### src/rtl/qspi_byte_assembler.sv
// Pairs QSPI sampler nibbles into bytes, queues them in a small FIFO and signals transaction completion.
// Define QSPI_ASM_LOW_FIRST_EN so that the first nibble of each pair becomes the low nibble.
module qspi_byte_assembler #(
    parameter int unsigned FIFO_DEPTH = 4
) (
    input  logic       clk,
    input  logic       rst,
    input  logic       start,
    input  logic       abort,
    input  logic [7:0] byte_count,
    input  logic [3:0] nib_data,
    input  logic       nib_valid,
    output logic [7:0] out_data,
    output logic       out_valid,
    input  logic       out_ready,
    output logic       busy,
    output logic       done,
    output logic       overflow
);

    localparam int unsigned AW      = (FIFO_DEPTH > 1) ? $clog2(FIFO_DEPTH) : 1;
    localparam logic [AW:0] DEPTH_C = (AW+1)'(FIFO_DEPTH);
    localparam logic [AW:0] CNT_ONE = (AW+1)'(1);
    localparam logic [AW-1:0] PTR_ONE = AW'(1);

    typedef enum logic [1:0] {S_IDLE, S_ASSEMBLE, S_DRAIN} state_t;

    state_t          r_state;
    state_t          w_state_nxt;
    logic [7:0]      r_mem [FIFO_DEPTH];
    logic [AW-1:0]   r_wptr;
    logic [AW-1:0]   r_rptr;
    logic [AW:0]     r_count;
    logic            r_half;
    logic [3:0]      r_first;
    logic [7:0]      r_remaining;
    logic            r_done;
    logic            r_overflow;

    logic            w_pop;
    logic            w_push_req;
    logic            w_push_ok;
    logic            w_drain_empty;
    logic            w_done_set;
    logic [7:0]      w_byte;

`ifdef QSPI_ASM_LOW_FIRST_EN
    assign w_byte = {nib_data, r_first};
`else
    assign w_byte = {r_first, nib_data};
`endif

    assign out_valid     = (r_count != '0);
    assign out_data      = out_valid ? r_mem[r_rptr] : '0;
    assign busy          = (r_state != S_IDLE);
    assign done          = r_done;
    assign overflow      = r_overflow;

    assign w_pop         = out_valid && out_ready;
    assign w_push_req    = (r_state == S_ASSEMBLE) && nib_valid && r_half && !abort;
    // A full FIFO still takes the byte when the head leaves in the same cycle.
    assign w_push_ok     = w_push_req && ((r_count < DEPTH_C) || w_pop);
    assign w_drain_empty = (r_count == '0) || ((r_count == CNT_ONE) && w_pop);

    always_comb begin
        w_state_nxt = r_state;
        w_done_set  = 1'b0;
        if (abort) begin
            w_state_nxt = S_IDLE;
        end else begin
            case (r_state)
                S_IDLE: begin
                    if (start) begin
                        if (byte_count == 8'd0) w_done_set  = 1'b1;
                        else                    w_state_nxt = S_ASSEMBLE;
                    end
                end
                S_ASSEMBLE: begin
                    if (w_push_req && (r_remaining == 8'd1)) w_state_nxt = S_DRAIN;
                end
                S_DRAIN: begin
                    if (w_drain_empty) begin
                        w_state_nxt = S_IDLE;
                        w_done_set  = 1'b1;
                    end
                end
                default: w_state_nxt = S_IDLE;
            endcase
        end
    end

    always_ff @(posedge clk or posedge rst) begin
        if (rst) begin
            r_state <= S_IDLE;
            r_done  <= 1'b0;
        end else begin
            r_state <= w_state_nxt;
            r_done  <= w_done_set;
        end
    end

    always_ff @(posedge clk) begin
        if (w_push_ok) r_mem[r_wptr] <= w_byte;
    end

    always_ff @(posedge clk or posedge rst) begin
        if (rst) begin
            r_wptr      <= '0;
            r_rptr      <= '0;
            r_count     <= '0;
            r_half      <= 1'b0;
            r_first     <= '0;
            r_remaining <= '0;
            r_overflow  <= 1'b0;
        end else if (abort) begin
            r_wptr  <= '0;
            r_rptr  <= '0;
            r_count <= '0;
            r_half  <= 1'b0;
        end else begin
            if ((r_state == S_IDLE) && start && (byte_count != 8'd0)) begin
                r_remaining <= byte_count;
                r_half      <= 1'b0;
                r_overflow  <= 1'b0;
            end
            if ((r_state == S_ASSEMBLE) && nib_valid) begin
                if (!r_half) begin
                    r_first <= nib_data;
                    r_half  <= 1'b1;
                end else begin
                    r_half      <= 1'b0;
                    r_remaining <= r_remaining - 8'd1;
                    if (!w_push_ok) r_overflow <= 1'b1;
                end
            end
            if (w_push_ok) r_wptr <= r_wptr + PTR_ONE;
            if (w_pop)     r_rptr <= r_rptr + PTR_ONE;
            case ({w_push_ok, w_pop})
                2'b10:   r_count <= r_count + CNT_ONE;
                2'b01:   r_count <= r_count - CNT_ONE;
                default: r_count <= r_count;
            endcase
        end
    end

endmodule

### config.mk
export PLATFORM = sky130hd
export DESIGN_NAME = qspi_byte_assembler
export DESIGN_NICKNAME = d
export VERILOG_FILES = /design/src/rtl/qspi_byte_assembler.sv
export SDC_FILE = /design/constraint.sdc
export NUM_CORES = 1
export LEC_CHECK = 0
export BUFFER_PORTS_ARGS = -buffer_cell sky130_fd_sc_hd__buf_2
export CORE_ASPECT_RATIO = 1.2
export CORE_MARGIN = 1
export CORE_UTILIZATION = 35
export CTS_BUF_LIST = sky130_fd_sc_hd__clkbuf_8
export CTS_CLUSTER_DIAMETER = 200
export DETAILED_ROUTE_END_ITERATION = 6
export MAX_ROUTING_LAYER = met4
export PLACE_DENSITY_LB_ADDON = 0.2
export SYNTH_ARGS = -nofsm -noshare
export SYNTH_HDL_FRONTEND = slang
export SYNTH_SLANG_ARGS = --single-unit
### constraint.sdc
create_clock -name clk -period 2.4 [get_ports clk]
set_input_delay 0.36 -clock clk [delete_from_list [all_inputs] [get_ports clk]]
set_output_delay 0.36 -clock clk [all_outputs]
set_load 0.01 [all_outputs]
# Word-level counts from Yosys, hierarchy flattened
# Memories as Yosys holds them, arrays and structs flattened.
# Cells that the tools add are included.
# Widths: inputs -> output; s select.
# word_totals
inputBits	18
register_bits	24
mem_count	1
out_inout_bits	12
ramBits	32
word_cells	83
# memory_table
name	depth	word_bits	read_ports	rd_ports_with_merged_regs	wr	line_no	source
r_mem	4	8	1	0	1	30	logic [7:0] r_mem [FIFO_DEPTH];
# classes
magnitude_cmp	1
eq_ne	10
n_reduce_logical	24
bitwise_logic	2
muxes	31
add_sub_neg	5
# op_table
op	count
$mux 8	4
$mux 2	9
$mux 1	14
$ne 3x3->1 const B	4
$logic_and 1x1->1	9
$reduce_bool 3->1	3
$eq 8x1->1 const B	1
$logic_not 8->1	1
$reduce_bool 8->1	1
$sub 8x1->8 const B	1
$pmux 2 s3	1
$pmux 3 s2	1
$reduce_bool 2->1	3
$add 2x1->2 const B	2
$eq 2x1->1 const B	2
$eq 2x2->1 const B	2
$reduce_and 4->1	1
$add 3x1->3 const B	1
$eq 3x1->1 const B	1
$logic_not 3->1	1
$lt 3x3->1 const B	1
$mux 3	1
$reduce_and 3->1	1
$sub 3x1->3 const B	1
other kinds (5)	7

# Logic depth before layout (Yosys ltp)
# Gate-level depths: netlist (run 1).
# depth
word_depth	8
ltp_mapped	7
mapped_depth_nobuf	6

# Worst setup path after synthesis (run 1)
# OpenSTA, ideal clock, no wires.
# synth_path
kind	reg2reg
startpoint	register r_state[1]
endpoint	memory r_mem[0][0], enable pin
synth_period_minus_slack_ns	1.731
arrival_time_ns	1.399
required_time_ns	2.068
setup_time_ns	0.332
stages_incl_launch_ff	5
path_buffers	1
path_slack_ns	0.669
path_cell_list	dfrtp_1 -> buf_4 -> nand4b_4 -> nor3_1 -> and2_1
# synth_via
elab_chain_cells	7
# synth_rtl
item	line_no	source
from (decl)	28	state_t r_state;
from (signal assigned)	97	r_state <= w_state_nxt;
$eq 2x1->1	60	assign w_push_req = (r_state == S_ASSEMBLE) && nib_valid && r_half && !abort;
$logic_and 1x1->1 (3 in a row)	60	
$logic_and 1x1->1	62	assign w_push_ok = w_push_req && ((r_count < DEPTH_C) || w_pop);
$mux 1	103	if (w_push_ok) r_mem[r_wptr] <= w_byte;
$mux 1 (implied by the code)	103	
to (decl)	30	
# No other way between the ends.

# Final worst setup path (run 1)
# layout_path
startpoint	register r_rptr[0]
endpoint	output port out_data[6]
# layout_via
elab_chain_cells	2
# layout_rtl
item	line_no	source
from (decl)	32	logic [AW-1:0] r_rptr;
from (signal assigned)	137	if (w_pop) r_rptr <= r_rptr + PTR_ONE;
$mem_v2 4x8	--	
$mux 8	54	assign out_data = out_valid ? r_mem[r_rptr] : '0;
to (decl)	13	output logic [7:0] out_data,
# No other way between the ends.

==> impl_metrics.env, run 1 <==
export IMPL_status="completed"
export IMPL_fp_dieH_um=99.4
export IMPL_synth_edf_count=32
export IMPL_dpl_cell_area_um2=3010
export IMPL_comb_power_share_pct=25.5
export IMPL_boundaryPins=30
export IMPL_switching_share_pct=31.8
export IMPL_detail_route_drc_violations=0
export IMPL_dp_cells=328
export IMPL_numClockSinks=56
export IMPL_finalCriticalPeriod_ns=2.21
export IMPL_global_route_wire_length_before_repair_um=9320
export IMPL_ys_seq_area_share_pct=56.4
export IMPL_syn_cell_area_um2=2770
export IMPL_net_switching_power_figure_uw=755
export IMPL_leakage_power_uw=0.00120
export IMPL_final_hold_violation_count=0
export IMPL_floorplan_die_area_um2=8270
export IMPL_type_of_the_tightest_min_delay_check="in -> async"
export IMPL_met1_usage_pct=18.7
export IMPL_setup_violations_final=0
export IMPL_first_pass_iters=4
export IMPL_crit_fanout=9
export IMPL_ys_top_cells_by_area="edfxtp_1 (35%), dfrtp_1 (22%), mux4_2 (6.5%)"
export IMPL_cp_startpoint="r_rptr[0]"
export IMPL_grt_remaining_overflow=0
export IMPL_ys_ff_latch=56
export IMPL_fill_cells=735
export IMPL_portbufs=29
export IMPL_worst_case_vdd_ir_drop_uv=382
export IMPL_worstSetupEndpointType="output port"
export IMPL_clockBufferDepth=2
export IMPL_gp_congestion=0.808
export IMPL_clock_tree_htree_level_count=2
export IMPL_netlist_instances=213
export IMPL_drt_wl_total_um=5290
export IMPL_syn_to_final_growth_pct=12.2
export IMPL_num_nets_final=271
export IMPL_global_route_usage_total_pct=14.7
export IMPL_routed_wire_length_per_instance_um=15.8
export IMPL_skew_ns=0.0125
export IMPL_tritoncts_num_buffers=5
export IMPL_post_dp_hpwl_um=3800
export IMPL_worstReg2RegEnd="r_mem[0][1]"
export IMPL_grt_setup_unrepaired="false"
export IMPL_report_final_slew_viol_count=0
export IMPL_async_reset_ff_share_pct=42.9
export IMPL_max_cap_violations=0
export IMPL_final_min_period_over_clock_period_pct=92.0
export IMPL_clock_latency_ns=0.31
export IMPL_antenna_diode_count=0
export IMPL_antenna_found_initial=0
export IMPL_power_density_nw_per_um2=765
export IMPL_die_width_um=83.2
export IMPL_place_worst_setup_slack_ns=0.366
export IMPL_fin_tns_setup_ns=0
export IMPL_tritoncts_clock_tree="done"
export IMPL_timing_worst_slew_pin_value_ns=0.623
export IMPL_postSynth_topFlopCell="edfxtp_1"
export IMPL_synth_warnings=0
export IMPL_crit_reg2reg_launch="r_state[1]"
export IMPL_timing_final_ws_setup_ns=0.192
export IMPL_grt_max_degree=25
export IMPL_p_int_uw=1620
export IMPL_layout_drive_gt1_share_pct=26.6
export IMPL_postSynthAreaPerCell_um2=13.0
export IMPL_cp_arrival_ns=1.85
export IMPL_final_instance_count_excl_fill=336
export IMPL_via_count_of_the_first_global_routing_pass=1854
export IMPL_detail_route_iter0_violations=64
export IMPL_data_required_time_at_the_worst_endpoint_ns=2.04
export IMPL_endpoint="out_data[6]"
export IMPL_type_of_origin_of_the_critical_path="register"
export IMPL_cts_post_setup_buffers_inserted=0
export IMPL_timing_slew_headroom_pct=58.1
export IMPL_post_synth_top_count_cell="edfxtp_1"
export IMPL_r2r_slack_ns=0.39
export IMPL_initial_core_util_pct=36.1
export IMPL_achievable_frequency_mhz=453
export IMPL_drtAntennaViolNets=0
export IMPL_rr_worst_depth=3
export IMPL_clk_transition_reported_paths_ns=0.11
export IMPL_hold_buffers=0
export IMPL_top_usage_layer="met2"
export IMPL_timing_worst_setup_path_type="reg -> out"
export IMPL_clkPwrFrac_pct=22.6
export IMPL_coreArea_um2=7660
export IMPL_clock_root_buffer="clkbuf_8"
export IMPL_synthDistinctLibCells=58
export IMPL_vias=1744
export IMPL_cts_resized=0
export IMPL_synth_fp_nets=241
export IMPL_met3_usage_pct=2.32
export IMPL_viasPerCell=5.19
export IMPL_synth_largest_type_area_fraction_pct=34.7
export IMPL_synth_cells_most_frequent="edfxtp_1 (32), dfrtp_1 (24), and2_1 (13)"
export IMPL_global_route_usage_met2_pct=24.3
export IMPL_placement_rows=35
export IMPL_p_seq_share_pct=52.0
export IMPL_area_of_all_placed_cells_without_fillers_um2=3100
export IMPL_netlist_top_cell_by_area="edfxtp_1"
## worst min path at each step
stage	slack, ns	endpoint	depth (start not counted)
after floorplan	0.37	done	1
after global placement	0.44	r_count[2]	3
after CTS	0.08	r_count[2]	3
final	0.08	r_count[2]	3
after detailed placement	0.43	r_count[0]	3
after global routing	0.11	r_count[2]	3
## cell type report
class	instances	area [µm²]	area share, %
inverter	9	33.8	1.09
clock buffer	5	68.8	2.22
timing repair buffer	33	175	5.65
sequential	56	1560	50.3
multi-input combinational	138	1120	36.2
clock inverter	3	25.0	0.806
tap	92	115	3.71
## through the flow
stage	utilization, %	total power [µW]	hold WS, ns
finish	40.5	2370	0.0805
global placement	39.3	1870	0.437
CTS	40.5	2410	0.0763
floorplan	-	1660	0.375
detailed placement	39.3	1870	0.432
global route	40.5	2530	0.109
## power groups by stage
| stage | clock network (µW) | registers [µW] | logic, µW |
|---|---|---|---|
| after global routing | 583 | 1260 | 689 |
| final | 536 | 1230 | 605 |
| after global placement | 0 | 1260 | 611 |
| after detailed placement | 0 | 1260 | 613 |
| after floorplan | 0 | 1190 | 470 |
| after CTS | 560 | 1240 | 613 |
## state kept, by name (all words and copies together), names as in the netlist, 2 cells and up
signal and count:
r_remaining 8, r_state 2, r_wptr 2, r_first 4, r_count 3, r_mem 32
r_rptr 2
## routing by layer
layer | wire, µm | share of wire (%) | vias up
met5 | 0 | 0 | -
met1 | 2470 | 47 | 843
met3 | 121 | 2.3 | 5
li1 | - | - | 866
met4 | 55 | 1.0 | 0
met2 | 2640 | 50 | 30
## critical path, stage by stage (launching register included)
cell and delay [ns]:
dfrtp_1 0.69, mux4_2 0.57, and2_1 0.16, buf_2 0.13
## cells by family (layout without fill, tap and decap cells)
family,after synthesis,count (layout),share of synthesized area [%]
adder cells (fa/ha/maj),10,10,4.52
buffers and inverters,19,50,2.94
XOR/XNOR,2,2,0.633
multiplexers,12,12,8.14
flip-flops,56,56,56.4
AO/OA/AOI/OAI,40,40,10.6
AND/OR/NAND/NOR,74,74,16.7
## cells in the final DEF (no fill, tap or decap), types with 3 or more instances in the layout
cell,synthesis,layout
clkbuf_8,0,5
edfxtp_1,32,32
buf_4,1,4
nor2_1,10,10
ha_1,10,10
buf_2,5,29
dfrtp_1,24,24
nor3_1,12,12
mux2_2,4,4
a21oi_1,11,11
inv_1,9,9
nand2_1,9,9
and2_1,13,13
nand2b_1,3,3
or3_1,3,3
nand3_1,4,4
mux4_2,8,8
or2_2,3,3
Power figures use the tool's default switching activity.
==> run 2: changes to the inputs <==
--- a/config.mk
+++ b/config.mk
@@ -5,6 +5,7 @@
 export SDC_FILE = /design/constraint.sdc
 export NUM_CORES = 1
 export LEC_CHECK = 0
+export ABC_AREA = 1
 export BUFFER_PORTS_ARGS = -buffer_cell sky130_fd_sc_hd__buf_2
 export CORE_ASPECT_RATIO = 1.2
 export CORE_MARGIN = 1
@@ -14,6 +15,7 @@
 export DETAILED_ROUTE_END_ITERATION = 6
 export MAX_ROUTING_LAYER = met4
 export PLACE_DENSITY_LB_ADDON = 0.2
+export SETUP_SLACK_MARGIN = 0.5
 export SYNTH_ARGS = -nofsm -noshare
 export SYNTH_HDL_FRONTEND = slang
 export SYNTH_SLANG_ARGS = --single-unit
==> impl_metrics.env, run 2 <==
export IMPL_synthDistinctLibCells=29
export IMPL_floorplan_die_area_um2=8790
export IMPL_final_min_period_over_clock_period_pct=77.7
export IMPL_fill_cells=831
export IMPL_grt_remaining_overflow=0
export IMPL_synth_edf_count=32
export IMPL_portbufs=29
export IMPL_worstSetupEndpointType="output port"
export IMPL_detail_route_iter0_violations=84
export IMPL_postSynthAreaPerCell_um2=8.99
export IMPL_report_final_slew_viol_count=0
export IMPL_type_of_the_tightest_min_delay_check="in -> async"
export IMPL_tritoncts_clock_tree="done"
export IMPL_p_int_uw=1700
export IMPL_clock_tree_htree_level_count=2
export IMPL_power_density_nw_per_um2=777
export IMPL_global_route_wire_length_before_repair_um=10500
export IMPL_via_count_of_the_first_global_routing_pass=2174
export IMPL_fin_tns_setup_ns=0
export IMPL_postSynth_topFlopCell="edfxtp_1"
export IMPL_netlist_instances=328
export IMPL_most_common_cell_after_layout_fill_and_taps_aside="nand2_1"
export IMPL_reg_top3="r_mem (32), r_remaining (8), r_first (4)"
export IMPL_layout_drive_gt1_share_pct=25.7
export IMPL_setup_violations_final=0
export IMPL_finalCriticalPeriod_ns=1.86
export IMPL_power_total_uw=2670
export IMPL_netlist_top_cell_by_area="edfxtp_1"
export IMPL_area_of_all_placed_cells_without_fillers_um2=3440
export IMPL_clkPwrFrac_pct=19.1
export IMPL_skew_ns=0.00393
export IMPL_numClockSinks=56
export IMPL_viasPerCell=4.56
export IMPL_async_reset_ff_share_pct=42.9
export IMPL_synth_largest_type_area_fraction_pct=32.6
export IMPL_global_route_usage_total_pct=16.2
export IMPL_status="completed"
export IMPL_multiInputGateArea_um2=1210
export IMPL_syn_to_final_growth_pct=16.7
export IMPL_max_cap_violations=0
export IMPL_clock_latency_ns=0.30
export IMPL_synth_fp_nets=356
export IMPL_tritoncts_num_buffers=5
export IMPL_grt_setup_unrepaired="true"
export IMPL_cpLargestDelayFamily="buffers and inverters"
export IMPL_final_hold_violation_count=0
export IMPL_final_cell_mix="nand2_1 (69), nor2_1 (51), edfxtp_1 (32)"
export IMPL_post_dp_hpwl_um=4890
export IMPL_max_flop_register="r_mem"
export IMPL_clock_root_buffer="clkbuf_8"
export IMPL_cp_arrival_ns=1.50
export IMPL_ys_ff_latch=56
export IMPL_achievable_frequency_mhz=536
export IMPL_placement_rows=36
export IMPL_antenna_diode_count=0
export IMPL_initial_core_util_pct=36.2
export IMPL_drtAntennaViolNets=0
export IMPL_syn_cell_area_um2=2950
export IMPL_clockBufferDepth=2
export IMPL_clk_transition_reported_paths_ns=0.10
export IMPL_drt_wl_total_um=6340
export IMPL_detail_route_drc_violations=0
export IMPL_antenna_found_initial=0
export IMPL_data_required_time_at_the_worst_endpoint_ns=2.04
export IMPL_timing_critical_path_slowest_stage_cell="dfrtp_1"
export IMPL_crit_fanout=8
export IMPL_timing_worst_setup_path_type="reg -> out"
export IMPL_boundaryPins=30
export IMPL_register_area_um2=1570
export IMPL_timing_slew_headroom_pct=77.4
export IMPL_critical_path_max_stage_delay_ns=0.37
export IMPL_switching_share_pct=36.2
export IMPL_comb_power_share_pct=35.0
export IMPL_num_nets_final=400
export IMPL_timing_worst_slew_pin_value_ns=0.340
export IMPL_p_seq_share_pct=46.0
export IMPL_crit_buf_inv=3
export IMPL_fp_dieH_um=103
export IMPL_grt_max_degree=25
export IMPL_dpl_cell_area_um2=3230
export IMPL_ys_top_cells_by_area="edfxtp_1 (33%), dfrtp_1 (20%), nand2_1 (8.8%)"
export IMPL_largest_reg_flops=32
export IMPL_coreArea_um2=8150
export IMPL_first_pass_iters=4
export IMPL_vias=2222
export IMPL_synth_cells_most_frequent="nand2_1 (69), nor2_1 (51), edfxtp_1 (32), inv_1 (32)"
export IMPL_synth_warnings=0
export IMPL_gp_congestion=0.883
export IMPL_net_switching_power_figure_uw=969
export IMPL_routed_wire_length_per_instance_um=13.0
export IMPL_timing_critical_path_cells="inv_2, ha_4, nand2_4, clkinvlp_4, a21oi_2, buf_2"
export IMPL_type_of_origin_of_the_critical_path="register"
export IMPL_ys_seq_area_share_pct=53.0
export IMPL_leakage_power_uw=0.00154
export IMPL_hold_buffers=0
export IMPL_worst_case_vdd_ir_drop_uv=290
export IMPL_post_synth_top_count_cell="nand2_1"
export IMPL_die_width_um=85.8
## run 2: final timing paths
| kind | startpoint | endpoint | slack, ns | depth (start not counted) |
|---|---|---|---|---|
| max | r_count[1] | out_data[5] | 0.54 | 6 |
| min | rst | r_rptr[1] | 0.1 | 3 |
| max reg2reg | r_count[1] | r_mem[0][3] | 0.66 | 9 |
| min reg2reg | r_remaining[1] | r_remaining[1] | 0.50 | 2 |
| max in group asynchronous | rst | r_rptr[0] | 2.03 | 3 |
| min in group clk | nib_data[2] | r_mem[3][2] | 0.31 | 1 |
## run 2: cell families after synthesis
| family | count (synthesis) | synth area share (%) |
|---|---|---|
| buffers and inverters | 49 | 7.26 |
| XOR/XNOR | 1 | 0.297 |
| adder cells (fa/ha/maj) | 10 | 4.24 |
| AND/OR/NAND/NOR | 164 | 26.7 |
| flip-flops | 56 | 53.0 |
| AO/OA/AOI/OAI | 48 | 8.49 |
## run 2: repair_timing
item                                    CTS  global route
gates cloned                              0             0
endpoints found under the setup margin    8             8
gates resized for setup                  17             5
pin swaps                                 1             1
buffers inserted                          5             5
## run 2: power groups by stage
stage	clock network (µW)	registers (µW)	logic, µW
2_1_floorplan	0	1200	580
3_5_place_dp	0	1260	775
3_3_place_gp	0	1250	770
4_1_cts	529	1230	896
5_1_grt	577	1240	1050
6_report	509	1230	935
## run 2: area by class of cell
type | count | area share [%]
well taps | 114 | 4.15
inverters | 41 | 4.76
clock buffers | 5 | 2.00
multi-input cells | 223 | 35.3
flip-flops and latches | 56 | 45.5
repair buffers | 45 | 7.71
clock inverters | 3 | 0.582
## run 2: tightest hold or removal path, cell delays in order
cell and delay, ns:
buf_2 0.10, inv_1 0.04, buf_4 0.31
## run 2: metal layers
| metal | track usage (%) | up-vias | routed length, µm |
|---|---|---|---|
| li1 | - | 1156 | - |
| met1 | 17.3 | 1009 | 2570 |
| met2 | 31.0 | 49 | 3460 |
| met3 | 2.88 | 8 | 215 |
| met4 | 4.36 | 0 | 94 |
| met5 | - | - | 0 |
## run 2: stage by stage
stage / hold WS (ns) / worst slack [ns] / util (%) / cells
floorplan: 0.375 / 0.608 / - / 328
global placement: 0.433 / 0.619 / 39.6 / 469
detailed placement: 0.437 / 0.581 / 39.6 / 469
CTS: 0.104 / 0.517 / 41.7 / 482
global route: 0.109 / 0.424 / 42.2 / 487
finish: 0.0979 / 0.536 / 42.2 / 487
==> run 3: changes to the inputs <==
--- a/config.mk
+++ b/config.mk
@@ -5,7 +5,7 @@
 export SDC_FILE = /design/constraint.sdc
 export NUM_CORES = 1
 export LEC_CHECK = 0
-export ABC_AREA = 1
+export ABC_AREA = 0
 export BUFFER_PORTS_ARGS = -buffer_cell sky130_fd_sc_hd__buf_2
 export CORE_ASPECT_RATIO = 1.2
 export CORE_MARGIN = 1
==> constraint.sdc (replaced) <==
create_clock -name clk -period 1.7 [get_ports clk]
set_input_delay 0.255 -clock clk [delete_from_list [all_inputs] [get_ports clk]]
set_output_delay 0.255 -clock clk [all_outputs]
set_load 0.01 [all_outputs]
==> impl_metrics.env, run 3 (synthesized netlist as in run 1, its figures left out) <==
export IMPL_setup_violations_final=8
export IMPL_area_of_all_placed_cells_without_fillers_um2=4050
export IMPL_portbufs=29
export IMPL_drtAntennaViolNets=0
export IMPL_final_hold_violation_count=0
export IMPL_fill_cells=645
export IMPL_met1_usage_pct=18.3
export IMPL_floorplan_die_area_um2=8270
export IMPL_finalCriticalPeriod_ns=1.89
export IMPL_met3_usage_pct=2.66
export IMPL_clock_root_buffer="clkbuf_8"
export IMPL_dp_cells=340
export IMPL_violations="negative setup slack"
export IMPL_first_pass_iters=4
export IMPL_skew_ns=0.00888
export IMPL_clk_transition_reported_paths_ns=0.11
export IMPL_antenna_found_initial=0
export IMPL_largest_reg_flops=32
export IMPL_boundaryPins=30
export IMPL_fp_dieH_um=99.4
export IMPL_max_flop_register="r_mem"
export IMPL_top_usage_layer="met2"
export IMPL_dpl_cell_area_um2=3260
export IMPL_clock_tree_htree_level_count=2
export IMPL_clock_latency_ns=0.32
export IMPL_leakage_power_uw=0.00159
export IMPL_clockBufferDepth=2
export IMPL_timing_worst_slew_pin_value_ns=0.430
export IMPL_timing_final_ws_setup_ns=-0.189
export IMPL_numClockSinks=56
export IMPL_type_of_the_tightest_min_delay_check="in -> reg"
export IMPL_final_instance_count_excl_fill=384
export IMPL_grt_remaining_overflow=0
export IMPL_post_dp_hpwl_um=4230
export IMPL_die_width_um=83.2
export IMPL_worstSetupEndpointType="output port"
export IMPL_final_cell_mix="buf_6 (33), edfxtp_1 (32), buf_4 (25)"
export IMPL_viasPerCell=5.34
export IMPL_grt_max_degree=25
export IMPL_detail_route_iter0_violations=81
export IMPL_syn_to_final_growth_pct=46.3
export IMPL_max_cap_violations=0
export IMPL_power_density_nw_per_um2=1080
export IMPL_global_route_usage_met2_pct=30.8
export IMPL_cp_arrival_ns=1.63
export IMPL_detail_route_drc_violations=0
export IMPL_initial_core_util_pct=36.1
export IMPL_achievable_frequency_mhz=529
export IMPL_final_min_period_over_clock_period_pct=111
export IMPL_global_route_usage_total_pct=16.7
export IMPL_global_route_wire_length_before_repair_um=10400
export IMPL_num_nets_final=319
export IMPL_place_worst_setup_slack_ns=0.0727
export IMPL_via_count_of_the_first_global_routing_pass=2107
export IMPL_tritoncts_clock_tree="done"
export IMPL_timing_slew_headroom_pct=71.1
export IMPL_coreArea_um2=7660
export IMPL_layout_drive_gt1_share_pct=61.6
export IMPL_most_common_cell_after_layout_fill_and_taps_aside="buf_6"
export IMPL_antenna_diode_count=0
export IMPL_routed_wire_length_per_instance_um=17.2
export IMPL_type_of_origin_of_the_critical_path="register"
export IMPL_data_required_time_at_the_worst_endpoint_ns=1.44
export IMPL_worst_case_vdd_ir_drop_uv=664
export IMPL_gp_congestion=0.845
export IMPL_grt_setup_unrepaired="true"
export IMPL_post_route_util_pct=52.8
export IMPL_tritoncts_num_buffers=5
export IMPL_report_final_slew_viol_count=0
export IMPL_vias=2052
export IMPL_crit_fanout=8
export IMPL_status="finished with violations"
export IMPL_placement_rows=35
export IMPL_drt_wl_total_um=6600
export IMPL_timing_worst_setup_path_type="reg -> out"
export IMPL_reg_top3="r_mem (32), r_remaining (8), r_first (4)"
export IMPL_fin_hold_ws_ns=0.176
run 3: changes by cell type in the layout (fill, tap and decap cells not counted), sizes merged, moves of 5 or more:
cell	previous run	this run
mux4	0	8
and2	0	13
o21ai	33	3
nand2	76	9
nand3	24	4
nor2	57	11
nand4	5	0
buf	45	79
nor3	1	12
inv	40	10
run 3: final cells by class:
cell class	count	area (µm²)	area share [%]
clock buffers	5	68.8	1.70
clock inverters	3	21.3	0.526
inverters	9	33.8	0.835
multi-input cells	139	1540	37.9
flip-flops and latches	56	1570	38.8
well taps	92	115	2.84
repair buffers	80	704	17.4
run 3: routing by layer:
layer | vias to the layer above | wire length (µm)
met5 | - | 0
met4 | 0 | 117
met3 | 11 | 123
met2 | 33 | 3530
met1 | 1044 | 2820
li1 | 964 | -
run 3: repair_timing:
| action | in CTS | in global routing |
|---|---|---|
| hold endpoints to repair | 18 | 0 |
| hold buffers | 1 | 0 |
| endpoints found under the setup margin | 66 | 66 |
| cloned | 0 | 1 |
| buffers inserted | 22 | 12 |
| gates resized for setup | 75 | 23 |
| pin swaps | 19 | 18 |
run 3: path summary, 6_finish.rpt:
| check | start | to | slack (ns) | cells past startpoint |
|---|---|---|---|---|
| setup / recovery | r_rptr[0] | out_data[6] | -0.19 | 4 |
| hold / removal | nib_data[2] | r_mem[1][2] | 0.18 | 1 |
| setup reg to reg | r_count[0] | r_state[1] | 0.07 | 7 |
| hold reg to reg | r_first[2] | r_mem[2][6] | 0.54 | 0 |
| max in group asynchronous | rst | r_remaining[4] | 0.88 | 4 |
| min in group asynchronous | rst | r_first[1] | 0.53 | 4 |
run 3: metrics by stage:
step	power, µW	setup TNS, ns
after floorplan	2610	0
after global placement	2940	0
after detailed placement	2970	0
after CTS	4200	-1.63
after global routing	4620	-2.06
final	4380	-1.46
run 3: worst max-delay path: stages, from the launching register on:
cell	delay, ns
dfrtp_1	0.41
buf_12	0.15
mux4_2	0.50
and2_4	0.15
buf_6	0.11
run 3: power breakdown:
| part | total [µW] | internal, µW | switching (µW) |
|---|---|---|---|
| combinational | 1940 | 1090 | 848 |
| sequential | 1690 | 1570 | 119 |
| clock | 757 | 294 | 463 |
| total | 4380 | 2950 | 1430 |
